File: src/rtl/instr_decode_ctrl.sv
// instr_decode_ctrl: instruction decode and sequencing controller for the RegFile_Alu datapath.
// Accepts 16-bit instruction words over valid/ready, decodes them into register addresses,
// ALU opcode and immediate, sequences IDLE -> EXEC -> WB, captures ALU flags and counts
// retired legal instructions.
//
// Ports:
//   clk_i            rising-edge clock
//   rst_i            asynchronous active-high reset
//   instr_i          instruction word, sampled on handshake
//   instr_valid_i    instr_i is valid
//   instr_ready_o    controller can accept a word
//   flags_i          ALU flag vector from the datapath
//   rdest_reg_loc_o  destination register address
//   rsrc_reg_loc_o   source register address
//   op_code_o        ALU operation
//   imm_o            extended immediate
//   imm_s_o          1 selects imm_o as ALU source operand
//   en_o             register-file write enable pulse
//   psr_o            last captured flags
//   illegal_o        pulse on an undecodable instruction
//   instr_count_o    count of retired legal instructions
module instr_decode_ctrl (
  input  logic        clk_i,
  input  logic        rst_i,
  input  logic [15:0] instr_i,
  input  logic        instr_valid_i,
  output logic        instr_ready_o,
  input  logic [4:0]  flags_i,
  output logic [3:0]  rdest_reg_loc_o,
  output logic [3:0]  rsrc_reg_loc_o,
  output logic [4:0]  op_code_o,
  output logic [15:0] imm_o,
  output logic        imm_s_o,
  output logic        en_o,
  output logic [4:0]  psr_o,
  output logic        illegal_o,
  output logic [15:0] instr_count_o
);

  localparam logic [4:0] OpAdd = 5'd0;
  localparam logic [4:0] OpSub = 5'd1;
  localparam logic [4:0] OpCmp = 5'd2;
  localparam logic [4:0] OpAnd = 5'd3;
  localparam logic [4:0] OpOr  = 5'd4;
  localparam logic [4:0] OpXor = 5'd5;

  typedef enum logic [1:0] {StIdle, StExec, StWb} state_e;

  state_e      state_q;
  logic        instr_ready_q;
  logic [3:0]  rdest_q;
  logic [3:0]  rsrc_q;
  logic [4:0]  op_q;
  logic [15:0] imm_q;
  logic        imm_s_q;
  logic        en_q;
  logic [4:0]  psr_q;
  logic        illegal_q;
  logic        is_illegal_q;
  logic [15:0] count_q;

  // Combinational decode of the presented word; latched only on handshake.
  logic [3:0]  dec_rdest;
  logic [3:0]  dec_rsrc;
  logic [4:0]  dec_op;
  logic [15:0] dec_imm;
  logic        dec_imm_s;
  logic        dec_illegal;
  logic [15:0] imm_sext;
  logic [15:0] imm_zext;

  assign imm_sext = {{8{instr_i[7]}}, instr_i[7:0]};
  assign imm_zext = {8'h00, instr_i[7:0]};

  always_comb begin
    dec_rdest   = instr_i[11:8];
    dec_rsrc    = 4'h0;
    dec_op      = OpAdd;
    dec_imm     = 16'h0000;
    dec_imm_s   = 1'b0;
    dec_illegal = 1'b0;
    case (instr_i[15:12])
      4'b0000: begin
        // R-type: ext selects the ALU op directly; only 0..9 exist.
        if (instr_i[7:4] <= 4'd9) begin
          dec_op   = {1'b0, instr_i[7:4]};
          dec_rsrc = instr_i[3:0];
        end else begin
          dec_illegal = 1'b1;
        end
      end
      4'b0101: begin dec_op = OpAdd; dec_imm = imm_sext; dec_imm_s = 1'b1; end
      4'b1001: begin dec_op = OpSub; dec_imm = imm_sext; dec_imm_s = 1'b1; end
      4'b1011: begin dec_op = OpCmp; dec_imm = imm_sext; dec_imm_s = 1'b1; end
      4'b0001: begin dec_op = OpAnd; dec_imm = imm_zext; dec_imm_s = 1'b1; end
      4'b0010: begin dec_op = OpOr;  dec_imm = imm_zext; dec_imm_s = 1'b1; end
      4'b0011: begin dec_op = OpXor; dec_imm = imm_zext; dec_imm_s = 1'b1; end
      default: dec_illegal = 1'b1;
    endcase
  end

  always_ff @(posedge clk_i or posedge rst_i) begin
    if (rst_i) begin
      state_q       <= StIdle;
      instr_ready_q <= 1'b0;
      rdest_q       <= 4'h0;
      rsrc_q        <= 4'h0;
      op_q          <= 5'd0;
      imm_q         <= 16'h0000;
      imm_s_q       <= 1'b0;
      en_q          <= 1'b0;
      psr_q         <= 5'd0;
      illegal_q     <= 1'b0;
      is_illegal_q  <= 1'b0;
      count_q       <= 16'h0000;
    end else begin
      en_q      <= 1'b0;
      illegal_q <= 1'b0;
      case (state_q)
        StIdle: begin
          if (instr_ready_q && instr_valid_i) begin
            rdest_q       <= dec_rdest;
            rsrc_q        <= dec_rsrc;
            op_q          <= dec_op;
            imm_q         <= dec_imm;
            imm_s_q       <= dec_imm_s;
            is_illegal_q  <= dec_illegal;
            illegal_q     <= dec_illegal;
            instr_ready_q <= 1'b0;
            state_q       <= StExec;
          end else begin
            // Ready only rises one edge after reset release, so no transfer on that edge.
            instr_ready_q <= 1'b1;
          end
        end
        StExec: begin
          if (is_illegal_q) begin
            instr_ready_q <= 1'b1;
            state_q       <= StIdle;
          end else begin
            // Compare only updates flags; it never writes the register file.
            en_q    <= (op_q != OpCmp);
            state_q <= StWb;
          end
        end
        StWb: begin
          psr_q         <= flags_i;
          count_q       <= count_q + 16'd1;
          instr_ready_q <= 1'b1;
          state_q       <= StIdle;
        end
        default: begin
          instr_ready_q <= 1'b0;
          state_q       <= StIdle;
        end
      endcase
    end
  end

  assign instr_ready_o   = instr_ready_q;
  assign rdest_reg_loc_o = rdest_q;
  assign rsrc_reg_loc_o  = rsrc_q;
  assign op_code_o       = op_q;
  assign imm_o           = imm_q;
  assign imm_s_o         = imm_s_q;
  assign en_o            = en_q;
  assign psr_o           = psr_q;
  assign illegal_o       = illegal_q;
  assign instr_count_o   = count_q;

endmodule
File: config.mk
export PLATFORM = sky130hd
export DESIGN_NAME = instr_decode_ctrl
export DESIGN_NICKNAME = d
export VERILOG_FILES = /design/src/rtl/instr_decode_ctrl.sv
export SDC_FILE = /design/constraint.sdc
export NUM_CORES = 1
export LEC_CHECK = 0
export ABC_CLOCK_PERIOD_IN_PS = 3900
export BUFFER_PORTS_ARGS = -buffer_cell sky130_fd_sc_hd__buf_2
export CORE_MARGIN = 2
export CORE_UTILIZATION = 47
export DETAILED_ROUTE_END_ITERATION = 7
export GPL_ROUTABILITY_DRIVEN = 0
export PLACE_DENSITY = 0.76
export SLEW_MARGIN = 20
export SYNTH_ARGS = -nofsm -noshare
export SYNTH_HDL_FRONTEND = slang
export SYNTH_SLANG_ARGS = --single-unit
File: constraint.sdc
create_clock -name clk_i -period 3.9 [get_ports clk_i]
set_clock_uncertainty 0.2 [all_clocks]
set_input_delay 0.78 -clock clk_i [delete_from_list [all_inputs] [get_ports clk_i]]
set_output_delay 0.78 -clock clk_i [all_outputs]
set_load 0.005 [all_outputs]
==> results of run 1 <==
==> power by group through the flow <==
stage	clock network (W)	logic, W	registers [W]
after floorplan	0	0.000291	0.000795
after global placement	0	0.000502	0.000782
after detailed placement	0	0.000516	0.000787
after CTS	0.000302	0.000515	0.000778
after global routing	0.000323	0.000572	0.000798
final	0.000293	0.000503	0.000776
==> layout make-up <==
class                           instances  area, um2  share of cell area
Clock buffer                            7       86.3              0.0331
Inverter                                6       23.8             0.00910
Multi-Input combinational cell        137        830               0.318
Sequential cell                        49       1230               0.470
Tap cell                               52       65.1              0.0249
Timing Repair Buffer                   76        380               0.146
==> through the flow <==
step,util,hold slack (ps),worst slack [ps],instances
6_report,0.596,274,1630,327
5_1_grt,0.596,304,1400,327
4_1_cts,0.595,283,1610,327
3_5_place_dp,0.576,264,1490,320
3_3_place_gp,0.576,256,1500,320
2_1_floorplan,-,250,1750,205
==> worst paths after layout <==
kind                                                start                             end  slack, ps  cells past startpoint
hold reg to reg            rdest_reg_loc_o[1]$_DFFE_PP0P_  rdest_reg_loc_o[1]$_DFFE_PP0P_        270                      2
setup / recovery                   state_q[0]$_DFFE_PP0N_        op_code_o[1]$_DFFE_PP0P_       1630                      5
max in group asynchronous                           rst_i   instr_count_o[11]$_DFFE_PP0N_       2590                      2
hold / removal             rdest_reg_loc_o[1]$_DFFE_PP0P_  rdest_reg_loc_o[1]$_DFFE_PP0P_        270                      2
min in group asynchronous                           rst_i            imm_o[7]$_DFFE_PP0P_        420                      2
setup reg to reg                   state_q[0]$_DFFE_PP0N_        op_code_o[1]$_DFFE_PP0P_       1630                      5
==> synth_stat cells (5+ instances only) <==
| library cell | n |
|---|---|
| nand4_1 | 6 |
| o21ai_0 | 20 |
| nand2_1 | 49 |
| dfrtp_1 | 49 |
| nand3_1 | 5 |
| ha_1 | 5 |
| mux2_2 | 6 |
| buf_4 | 8 |
| xor2_1 | 5 |
| nor2_1 | 5 |
| inv_1 | 6 |
| xnor2_1 | 10 |
==> registers in the layout, summed over array words and instances (netlist names) <==
register / cells
en_o: 1
illegal_o: 1
imm_o: 9
imm_s_o: 1
instr_count_o: 16
instr_ready_o: 1
is_illegal_q: 1
op_code_o: 4
psr_o: 5
rdest_reg_loc_o: 4
rsrc_reg_loc_o: 4
state_q: 2
==> cell families (layout without fill, tap and decap cells) <==
group,count (synthesis),in the layout
AO/OA/AOI/OAI,31,31
XOR/XNOR,15,15
adder cells (fa/ha/maj),5,5
buffers and inverters,19,89
flip-flops,49,49
multiplexers,7,7
other,1,1
AND/OR/NAND/NOR,78,78
==> worst register-to-register path, delay by kind of cell, from the launching register on <==
family          cells  cell delay [ps]
compound gates      2              500
fa+ha+maj           1              230
buf+inv             1              100
flops               1              410
simple gates        1              680
==> metal layers <==
layer  vias up  GRT usage
li1        809          -
met1       790      0.215
met2        42      0.275
met3         2     0.0403
met4         0     0.0503
met5         -          0
==> metrics.md, run 1 <==
| Metric | Value |
|---|---|
| Max Used Layer | `met4` |
| Largest net degree at the start of global routing | `50` |
| Filler cells | `393` |
| Number of vias per cell | `around 5.0` |
| CP required | `around 3800 ps` |
| Clock Path Buffers | `2` |
| Setup-failing EPs final | `0` |
| Crit path max-delay family | `simple AND/OR/NAND/NOR gates` |
| Type of origin of the critical path | `flop` |
| Residual DRC | `0` |
| Avg Inst Size Synth | `between 10 and 15 um2` |
| Worst-Skew Late Latency | `roughly 290 ps` |
| Worst path bufs/invs | `1` |
| Yosys warns | `0` |
| Comb pwr share | `0.320` |
| Setup crit end kind | `flop` |
| Design area | `roughly 2600 um2` |
| Met2 wire length | `2110 um` |
| Setup TNS | `0 ps` |
| MaxCap Viol Count | `0` |
| Power per Cell Area | `602 nW/um2` |
| #FFs+latches synth | `between 40 and 50` |
| Mux share of post-synthesis cell area | `0.0358` |
| Diodes inserted | `0` |
| Max Slew Vio Count | `0` |
| Gr usage total | `0.165` |
| Adder-Cell Fraction of Synth Area | `0.0289` |
| H-tree levels | `2` |
| Routed Antenna Nets | `0` |
| Most frequent cells in the layout | `buf_2, nand2_1, dfrtp_1` |
| Status | `finished, final reports clean` |
| CTS Buf Count | `5` |
| Most used DFF post-synth | `dfrtp_1` |
| Share of post-route cells with drive strength above 1 | `0.342` |
| Post-CTS resize count | `0` |
| Slowest cell on the critical path | `nand3_1` |
| Gr ovfl total | `0` |
| DR WL/cell | `between 10 and 15 um` |
| CTS sink cnt | `approximately 50` |
| Core area | `between 4000 and 5000 um2` |
| Num ports | `78` |
| CTS tree | `built` |
| Synth cell types | `36` |
| Syn Nets | `234` |
| Post-synth top area share | `0.566` |
| Clk root buf | `clkbuf_8` |
| Die Y | `71.9 um` |
| CTS Hold Bufs | `0` |
| Worst min path class | `reg -> reg` |
| Most common cell after layout, fill and taps aside | `buf_2` |
| Clock Power Share | `0.186` |
| Initial antenna violation count | `0` |
| Slew margin rel. | `0.363` |
| Port bufs | `76` |
| Met3 WL | `approximately 180 um` |
| # nets final | `304` |
| Post-synthesis instance total | `slightly above 200` |
| Critical path arrival | `roughly 2200 ps` |
| Layout overhead on the synthesized area | `20.5%` |
| Final WL | `4190 um` |
| Xor-xnor portion of the synthesized cell area | `0.0606` |
| P_int | `around 0.0011 W` |
| First-pass GRT wire length | `around 6700 um` |
| Placed Instance Area | `2520 um2` |
| Leak | `between 1 and 1.5 nW` |
| Chip width | `about 72 um` |
| Synth area leader | `dfrtp_1` |
| Peak VDD IR | `a little under 0.4 mV` |
| Synth async-reset ratio | `1.00` |
| Sequential power share | `0.494` |
| Crit Path Class | `reg -> reg` |
| Period utilisation layout | `0.582` |
| FMAX | `around 0.44 GHz` |
| Rows | `24` |
| Via count | `~1,600` |
| RSZ-0062 raised after global routing | `no` |
| Complex-gate fraction of the synthesized area | `0.0889` |
| Simple-gate portion of the synthesized area | `0.167` |
| Critical Path, Cell by Cell | `inv_1, ha_1, nand3_1, a31oi_1, a22oi_1` |
| Critical path peak fanout | `27` |
| Seq/Total Area, Yosys | `0.566` |
| Drt pass-1 iters | `4` |
| Minimum clock period | `between 2000 and 2500 ps` |
| Number of global-route vias before repair | `between 1,000 and 1,500` |
| Starting density of the core | `0.494` |
| Post-CTS Setup Inserts | `0` |
| Largest family of logic cells by synthesized area | `simple AND/OR/NAND/NOR gates` |
| Psw | `about 0.00052 W` |
| Sw frac | `0.329` |
| Total power | `0.00157 W` |
| Largest stage delay, worst path | `680 ps` |
| Met1 Routed Length | `1870 um` |
| CTS clk-pin slew, worst paths | `~90 ps` |
| Full die area | `between 5000 and 6000 um2` |
| DRT iter0 DRCs | `71` |
| HPWL after DPL | `between 3000 and 4000 um` |
| Least-Margin Pin Slew | `953 ps` |
| Synth area leaders | `dfrtp_1, nand2_1, o21ai_0` |
| Final Hold Fails | `0` |
| Cell Area, Synth | `between 2000 and 2500 um2` |
| Post-synth EDFFs | `0` |
No activity file was read; power rests on OpenSTA's default activity.
==> run 2: changes to the inputs <==
--- a/config.mk
+++ b/config.mk
@@ -5,13 +5,13 @@
 export SDC_FILE = /design/constraint.sdc
 export NUM_CORES = 1
 export LEC_CHECK = 0
-export ABC_CLOCK_PERIOD_IN_PS = 3900
+export ABC_CLOCK_PERIOD_IN_PS = 1800
 export BUFFER_PORTS_ARGS = -buffer_cell sky130_fd_sc_hd__buf_2
 export CORE_MARGIN = 2
-export CORE_UTILIZATION = 47
+export CORE_UTILIZATION = 44
 export DETAILED_ROUTE_END_ITERATION = 7
 export GPL_ROUTABILITY_DRIVEN = 0
-export PLACE_DENSITY = 0.76
+export PLACE_DENSITY = 0.75
 export SLEW_MARGIN = 20
 export SYNTH_ARGS = -nofsm -noshare
 export SYNTH_HDL_FRONTEND = slang
==> constraint.sdc (replaced) <==
create_clock -name clk_i -period 1.8 [get_ports clk_i]
set_clock_uncertainty 0.2 [all_clocks]
set_input_delay 0.36 -clock clk_i [delete_from_list [all_inputs] [get_ports clk_i]]
set_output_delay 0.36 -clock clk_i [all_outputs]
set_load 0.005 [all_outputs]
==> run 2 against run 1 <==
Net effect: sequential cell count did not move; first-iteration DRC count down 35%; global-route usage rose by 0.48 points; cell area grew 5.6%; cell count is 7.3% higher; non-clock buffer count up 8; critical endpoint is now op_code_o[0]$_DFFE_PP0P_.
==> metrics.md, run 2 (synthesis results as in run 1) <==
| Metric | Value |
|---|---|
| Worst-Skew Late Latency | `300 ps (was 290 ps)` |
| Placed Instance Area | `2620 um2 (was 2520 um2)` |
| H-tree levels | `2 (unchanged)` |
| Core area | `4720 um2 (was 4380 um2)` |
| CTS Buf Count | `5 (unchanged)` |
| CTS clk-pin slew, worst paths | `90 ps (about the same)` |
| Full die area | `5500 um2 (was 5170 um2)` |
| Status | `finished, final reports clean (unchanged)` |
| Starting density of the core | `0.459 (was 0.494)` |
| Psw | `0.00118 W (was 0.000517 W)` |
| Drt pass-1 iters | `4 (unchanged)` |
| Slew margin rel. | `0.570 (was 0.363)` |
| Setup-failing EPs final | `0 (unchanged)` |
| Clock Power Share | `0.217 (was 0.186)` |
| WHS | `48.9 ps (was 274 ps)` |
| Placed insts | `342 (was 320)` |
| Type of origin of the critical path | `flop (unchanged)` |
| Rows | `25 (was 24)` |
| Power per Cell Area | `1330 nW/um2 (was 602 nW/um2)` |
| Peak VDD IR | `0.531 mV (was 0.393 mV)` |
| RSZ-0062 raised after global routing | `yes (was no)` |
| Residual DRC | `0 (unchanged)` |
| CTS tree | `built (unchanged)` |
| Setup crit end kind | `flop (unchanged)` |
| # nets final | `312 (was 304)` |
| Max Slew Vio Count | `0 (unchanged)` |
| Most frequent cells in the layout | `buf_2, nand2_1, dfrtp_1 (unchanged)` |
| Number of global-route vias before repair | `1,555 (was 1,461)` |
| HPWL after DPL | `3330 um (was 3080 um)` |
| MaxCap Viol Count | `0 (unchanged)` |
| Largest net degree at the start of global routing | `50 (unchanged)` |
| Most common cell after layout, fill and taps aside | `buf_2 (unchanged)` |
| Design area | `2760 um2 (was 2610 um2)` |
| Critical path arrival | `1700 ps (was 2210 ps)` |
| Clk root buf | `clkbuf_8 (unchanged)` |
| Die Y | `74.2 um (was 71.9 um)` |
| CTS sink cnt | `49 (unchanged)` |
| DR WL/cell | `12.8 um (about the same)` |
| FMAX | `0.593 GHz (was 0.441 GHz)` |
| Number of vias per cell | `4.92 (was 5.02)` |
| Leak | `1.45 nW (was 1.39 nW)` |
| Period utilisation layout | `0.937 (was 0.582)` |
| CP required | `1810 ps (was 3840 ps)` |
| Least-Margin Pin Slew | `645 ps (was 953 ps)` |
| Gr usage total | `0.170 (was 0.165)` |
| Chip width | `74.2 um (was 71.9 um)` |
| Critical path peak fanout | `17 (was 27)` |
| Post-CTS Setup Inserts | `0 (unchanged)` |
| Crit Path Class | `reg -> reg (unchanged)` |
| Via count | `1,727 (was 1,643)` |
| P_int | `0.00250 W (was 0.00106 W)` |
| Minimum clock period | `1690 ps (was 2270 ps)` |
| Final WL | `4480 um (was 4190 um)` |
| Clock Path Buffers | `2 (unchanged)` |
| Worst min path class | `in -> reg (was reg -> reg)` |
| Sequential power share | `0.459 (was 0.494)` |
| Layout overhead on the synthesized area | `27.3% (was 20.5%)` |
| Routed Antenna Nets | `0 (unchanged)` |
| Gr ovfl total | `0 (unchanged)` |
| Total power | `0.00368 W (was 0.00157 W)` |
| Final cell count without fillers | `351 (was 327)` |
| Filler cells | `426 (was 393)` |
| Max reg flops | `16 (unchanged)` |
| Num ports | `78 (unchanged)` |
| DRT iter0 DRCs | `46 (was 71)` |
| First-pass GRT wire length | `7130 um (was 6670 um)` |
| Final Hold Fails | `0 (unchanged)` |
| Diodes inserted | `0 (unchanged)` |
| Final Util | `0.584 (was 0.596)` |
| Comb pwr share | `0.324 (was 0.320)` |
| Sw frac | `0.321 (was 0.329)` |
| Share of post-route cells with drive strength above 1 | `0.373 (was 0.342)` |
| Initial antenna violation count | `0 (unchanged)` |
| Port bufs | `76 (unchanged)` |
==> run 2: changes by cell type in the layout (fill, tap and decap cells not counted), moves of 2 or more <==
cell / change
nor2_1: -2
nor2_2: +2
buf_12: +2
buf_4: +5
==> run 2: path summary, 6_finish.rpt <==
kind | from | end | slack, ps | depth (start not counted)
worst max register to register | state_q[0]$_DFFE_PP0N_ | op_code_o[0]$_DFFE_PP0P_ | 110 | 5
min in group asynchronous | rst_i | instr_count_o[15]$_DFFE_PP0N_ | 440 | 4
worst max-delay path | state_q[0]$_DFFE_PP0N_ | op_code_o[0]$_DFFE_PP0P_ | 110 | 5
worst min-delay path | instr_i[9] | rdest_reg_loc_o[1]$_DFFE_PP0P_ | 50 | 3
max in group asynchronous | rst_i | instr_count_o[1]$_DFFE_PP0N_ | 730 | 4
worst min register to register | instr_count_o[15]$_DFFE_PP0N_ | instr_count_o[15]$_DFFE_PP0N_ | 270 | 1
==> run 2: stage by stage <==
step | TNS [ps] | setup slack (ps)
after floorplan | 0 | 67.2
after global placement | 0 | 106
after detailed placement | 0 | 57.3
after CTS | 0 | 52.8
after global routing | -38.0 | -19.7
final | 0 | 113
==> run 2: what timing repair did <==
item	CTS	global route
hold buffers	1	0
setup endpoints to repair	0	10
endpoints found under the hold margin	49	0
resized for setup	0	4
==> run 2: routing by layer <==
layer | vias up | wire length (um) | track usage
met3 | 7 | 216 | 0.0339
li1 | 829 | - | -
met1 | 835 | 1930 | 0.227
met2 | 56 | 2230 | 0.270
met5 | - | 0 | 0
met4 | 0 | 94 | 0.0727
==> run 2: area by class of cell <==
cell class | instances | area, um2 | area share
clock buffer | 7 | 86.3 | 0.0313
multi-input combinational | 137 | 841 | 0.305
timing repair buffer | 84 | 468 | 0.170
tap | 67 | 83.8 | 0.0304
clock inverter | 1 | 30.0 | 0.0109
inverter | 6 | 22.5 | 0.00817
sequential | 49 | 1230 | 0.445
==> run 2: worst max-delay path: stages, from the launching register on <==
cell     delay [ps]
dfrtp_1         410
inv_1           100
ha_1            240
nand3_1         190
buf_4           250
o31ai_1         230
==> run 2: power groups by stage <==
stage               combinational, W  clock, W  sequential (W)
detailed placement           0.00121         0         0.00171
global route                 0.00135  0.000868         0.00174
floorplan                   0.000632         0         0.00172
global placement             0.00116         0         0.00169
CTS                          0.00122  0.000817         0.00169
finish                       0.00119  0.000800         0.00169
==> run 3: changes to the inputs <==
--- a/config.mk
+++ b/config.mk
@@ -5,13 +5,14 @@
 export SDC_FILE = /design/constraint.sdc
 export NUM_CORES = 1
 export LEC_CHECK = 0
+export ABC_AREA = 1
 export ABC_CLOCK_PERIOD_IN_PS = 1800
 export BUFFER_PORTS_ARGS = -buffer_cell sky130_fd_sc_hd__buf_2
 export CORE_MARGIN = 2
-export CORE_UTILIZATION = 44
+export CORE_UTILIZATION = 46
 export DETAILED_ROUTE_END_ITERATION = 7
 export GPL_ROUTABILITY_DRIVEN = 0
-export PLACE_DENSITY = 0.75
+export PLACE_DENSITY = 0.76
 export SLEW_MARGIN = 20
 export SYNTH_ARGS = -nofsm -noshare
 export SYNTH_HDL_FRONTEND = slang
==> run 3 against run 2 <==
Net effect: cell area increased by 8.3%; routed wire length up 14%; highest routed layer unchanged; utilization rose by 0.47 points; synthesized cell count is 35% higher; non-clock buffer count unchanged; cell count grew 21%; sequential power about the same; largest power group unchanged; combinational power rose by 10%; largest cell class unchanged; area after synthesis grew 11%; setup slack better by 12 ps.
==> metrics.md, run 3 <==
| Metric | Value |
|---|---|
| CTS sink cnt | `49 (unchanged)` |
| Avg Inst Size Synth | `8.71 um2 (was 10.6 um2)` |
| Power per Cell Area | `1270 nW/um2 (was 1330 nW/um2)` |
| RSZ-0062 raised after global routing | `no (was yes)` |
| MaxCap Viol Count | `0 (unchanged)` |
| Num ports | `78 (unchanged)` |
| Starting density of the core | `0.476 (was 0.459)` |
| Most common cell after layout, fill and taps aside | `nand2_1 (was buf_2)` |
| CTS tree | `built (unchanged)` |
| Share of post-route cells with drive strength above 1 | `0.317 (was 0.373)` |
| Minimum clock period | `1670 ps (was 1690 ps)` |
| Diodes inserted | `0 (unchanged)` |
| Clk root buf | `clkbuf_8 (unchanged)` |
| Most common cell in the netlist | `nand2_1` |
| Max reg flops | `16 (unchanged)` |
| Setup crit end kind | `flop (unchanged)` |
| Critical path arrival | `1700 ps (about the same)` |
| Post-CTS Setup Inserts | `0 (unchanged)` |
| Crit path max-delay family | `buffers and inverters (was flip-flops)` |
| Post-synth top cells | `nand2_1, dfrtp_1, inv_1 (was dfrtp_1, nand2_1, o21ai_0)` |
| Setup TNS | `0 ps (unchanged)` |
| #FFs+latches synth | `49 (unchanged)` |
| Die Y | `76.4 um (was 74.2 um)` |
| Worst path bufs/invs | `4 (was 2)` |
| Residual DRC | `0 (unchanged)` |
| Routed Antenna Nets | `0 (unchanged)` |
| Seq/Total Area, Yosys | `0.508 (was 0.566)` |
| CP required | `1830 ps (was 1810 ps)` |
| Final cell count without fillers | `426 (was 351)` |
| Final Hold Fails | `0 (unchanged)` |
| Synth area leader | `dfrtp_1 (unchanged)` |
| Via count | `2,009 (was 1,727)` |
| Full die area | `5840 um2 (was 5500 um2)` |
| Placed insts | `417 (was 342)` |
| Final WL | `5120 um (was 4480 um)` |
| Period utilisation layout | `0.930 (was 0.937)` |
| Peak VDD IR | `0.685 mV (was 0.531 mV)` |
| CTS clk-pin slew, worst paths | `100 ps (was 90 ps)` |
| Clock Path Buffers | `2 (unchanged)` |
| Number of global-route vias before repair | `1,946 (was 1,555)` |
| Largest stage delay, worst path | `390 ps (was 410 ps)` |
| Cell Area, Synth | `2410 um2 (was 2170 um2)` |
| Core area | `5070 um2 (was 4720 um2)` |
| FMAX | `0.597 GHz (was 0.593 GHz)` |
| Layout overhead on the synthesized area | `23.7% (was 27.3%)` |
| Max Slew Vio Count | `0 (unchanged)` |
| DR WL/cell | `12.0 um (was 12.8 um)` |
| Drt pass-1 iters | `5 (was 4)` |
| Type of origin of the critical path | `flop (unchanged)` |
| Slowest cell on the critical path | `dfrtp_1 (unchanged)` |
| Chip width | `76.4 um (was 74.2 um)` |
| Port bufs | `76 (unchanged)` |
| Post-synth top area share | `0.508 (was 0.566)` |
| CTS Buf Count | `5 (unchanged)` |
| Gr ovfl total | `0 (unchanged)` |
| Yosys warns | `0 (unchanged)` |
| Synth area leaders | `dfrtp_1, nand2_1, nand3_1 (was dfrtp_1, nand2_1, o21ai_0)` |
| H-tree levels | `2 (unchanged)` |
| Critical path peak fanout | `10 (was 17)` |
| Total power | `0.00379 W (was 0.00368 W)` |
| Most used DFF post-synth | `dfrtp_1 (unchanged)` |
| # nets final | `384 (was 312)` |
| Synth cell types | `27 (was 36)` |
| Syn Nets | `306 (was 234)` |
| Crit Path Class | `reg -> reg (unchanged)` |
| Most frequent cells in the layout | `nand2_1, buf_2, dfrtp_1 (was buf_2, nand2_1, dfrtp_1)` |
| First-pass GRT wire length | `8760 um (was 7130 um)` |
| Setup-failing EPs final | `0 (unchanged)` |
| Rows | `26 (was 25)` |
| Largest net degree at the start of global routing | `25 (was 50)` |
| Status | `finished, final reports clean (unchanged)` |
| Gr usage total | `0.184 (was 0.170)` |
| Initial antenna violation count | `0 (unchanged)` |
| Number of vias per cell | `4.72 (was 4.92)` |
| Most common cell on crit path | `inv_1` |
| HPWL after DPL | `3940 um (was 3330 um)` |
| DRT iter0 DRCs | `77 (was 46)` |
| Worst min path class | `in -> reg (unchanged)` |
| Post-synthesis instance total | `277 (was 205)` |
| Leak | `1.81 nW (was 1.45 nW)` |
| Worst-Skew Late Latency | `300 ps (about the same)` |
| WHS | `51.6 ps (was 48.9 ps)` |
| Synth async-reset ratio | `1.00 (unchanged)` |
| Critical Path, Cell by Cell | `inv_1, ha_1, inv_1, nor2_4, inv_2, buf_4, nand2_1, a21oi_1 (was inv_1, ha_1, nand3_1, buf_4, o31ai_1)` |
| Post-synth EDFFs | `0 (unchanged)` |
[run 3: cell count changes after synthesis, moves of 6 or more]
cell	change
inv_1	+20
mux2_2	-6
nand2_1	+49
nand3_1	+17
nor2_1	+9
o21ai_0	-17
xnor2_1	-9
xor2_1	+6
[run 3: final cells by class]
cell class | instances | area (um2)
Fill cell | 481 | 2090
Sequential cell | 49 | 1230
Multi-Input combinational cell | 186 | 991
Timing Repair Buffer | 84 | 455
Inverter | 29 | 111
Tap cell | 70 | 87.6
Clock buffer | 5 | 68.8
Clock inverter | 3 | 46.3
[run 3: per-stage QoR]
step	setup slack (ps)	cell area (um2)	utilization
2_1_floorplan	67.2	2410	-
4_1_cts	57.0	2970	0.586
3_5_place_dp	78.3	2850	0.561
3_3_place_gp	158	2850	0.561
5_1_grt	2.43	2990	0.589
6_report	125	2990	0.589
[run 3: path summary, 6_finish.rpt]
| kind | slack, ps | endpoint | start | cells past startpoint |
|---|---|---|---|---|
| hold reg to reg | 270 | rdest_reg_loc_o[2]$_DFFE_PP0P_ | rdest_reg_loc_o[2]$_DFFE_PP0P_ | 2 |
| hold / removal | 50 | rdest_reg_loc_o[0]$_DFFE_PP0P_ | instr_i[8] | 3 |
| max in group asynchronous | 510 | rsrc_reg_loc_o[3]$_DFFE_PP0P_ | rst_i | 4 |
| min in group asynchronous | 410 | psr_o[2]$_DFFE_PP0N_ | rst_i | 3 |
| setup / recovery | 130 | rsrc_reg_loc_o[3]$_DFFE_PP0P_ | state_q[0]$_DFFE_PP0N_ | 8 |
| setup reg to reg | 130 | rsrc_reg_loc_o[3]$_DFFE_PP0P_ | state_q[0]$_DFFE_PP0N_ | 8 |
[run 3: timing repair]
item                                   in CTS  in global routing
setup endpoints to repair                   0                 15
endpoints found under the hold margin      19                  0
hold buffers                                1                  0
gates resized for setup                     0                  4
[run 3: cell families after synthesis]
family                   share of synthesized area
buffers and inverters                       0.0876
AO/OA/AOI/OAI                               0.0295
AND/OR/NAND/NOR                              0.304
other                                      0.00155
adder cells (fa/ha/maj)                     0.0259
flip-flops                                   0.508
XOR/XNOR                                    0.0435
[run 3: where the power goes]
part | total, W | internal, W | switching, W
Sequential | 0.00169 | 0.00144 | 0.000253
Combinational | 0.00131 | 0.000574 | 0.000732
Clock | 0.000798 | 0.000416 | 0.000382
Total | 0.00379 | 0.00243 | 0.00137
[run 3: tightest hold or removal path, stage by stage]
cell,delay (ps)
buf_2,70
nand2_1,40
nand2_1,50
[run 3: routing by layer]
| layer | GRT usage | vias up | share of wire |
|---|---|---|---|
| met5 | 0 | - | 0 |
| met4 | 0.0400 | 0 | 0.0066 |
| met3 | 0.0438 | 5 | 0.054 |
| met2 | 0.326 | 60 | 0.51 |
| met1 | 0.230 | 944 | 0.43 |
| li1 | - | 1000 | - |
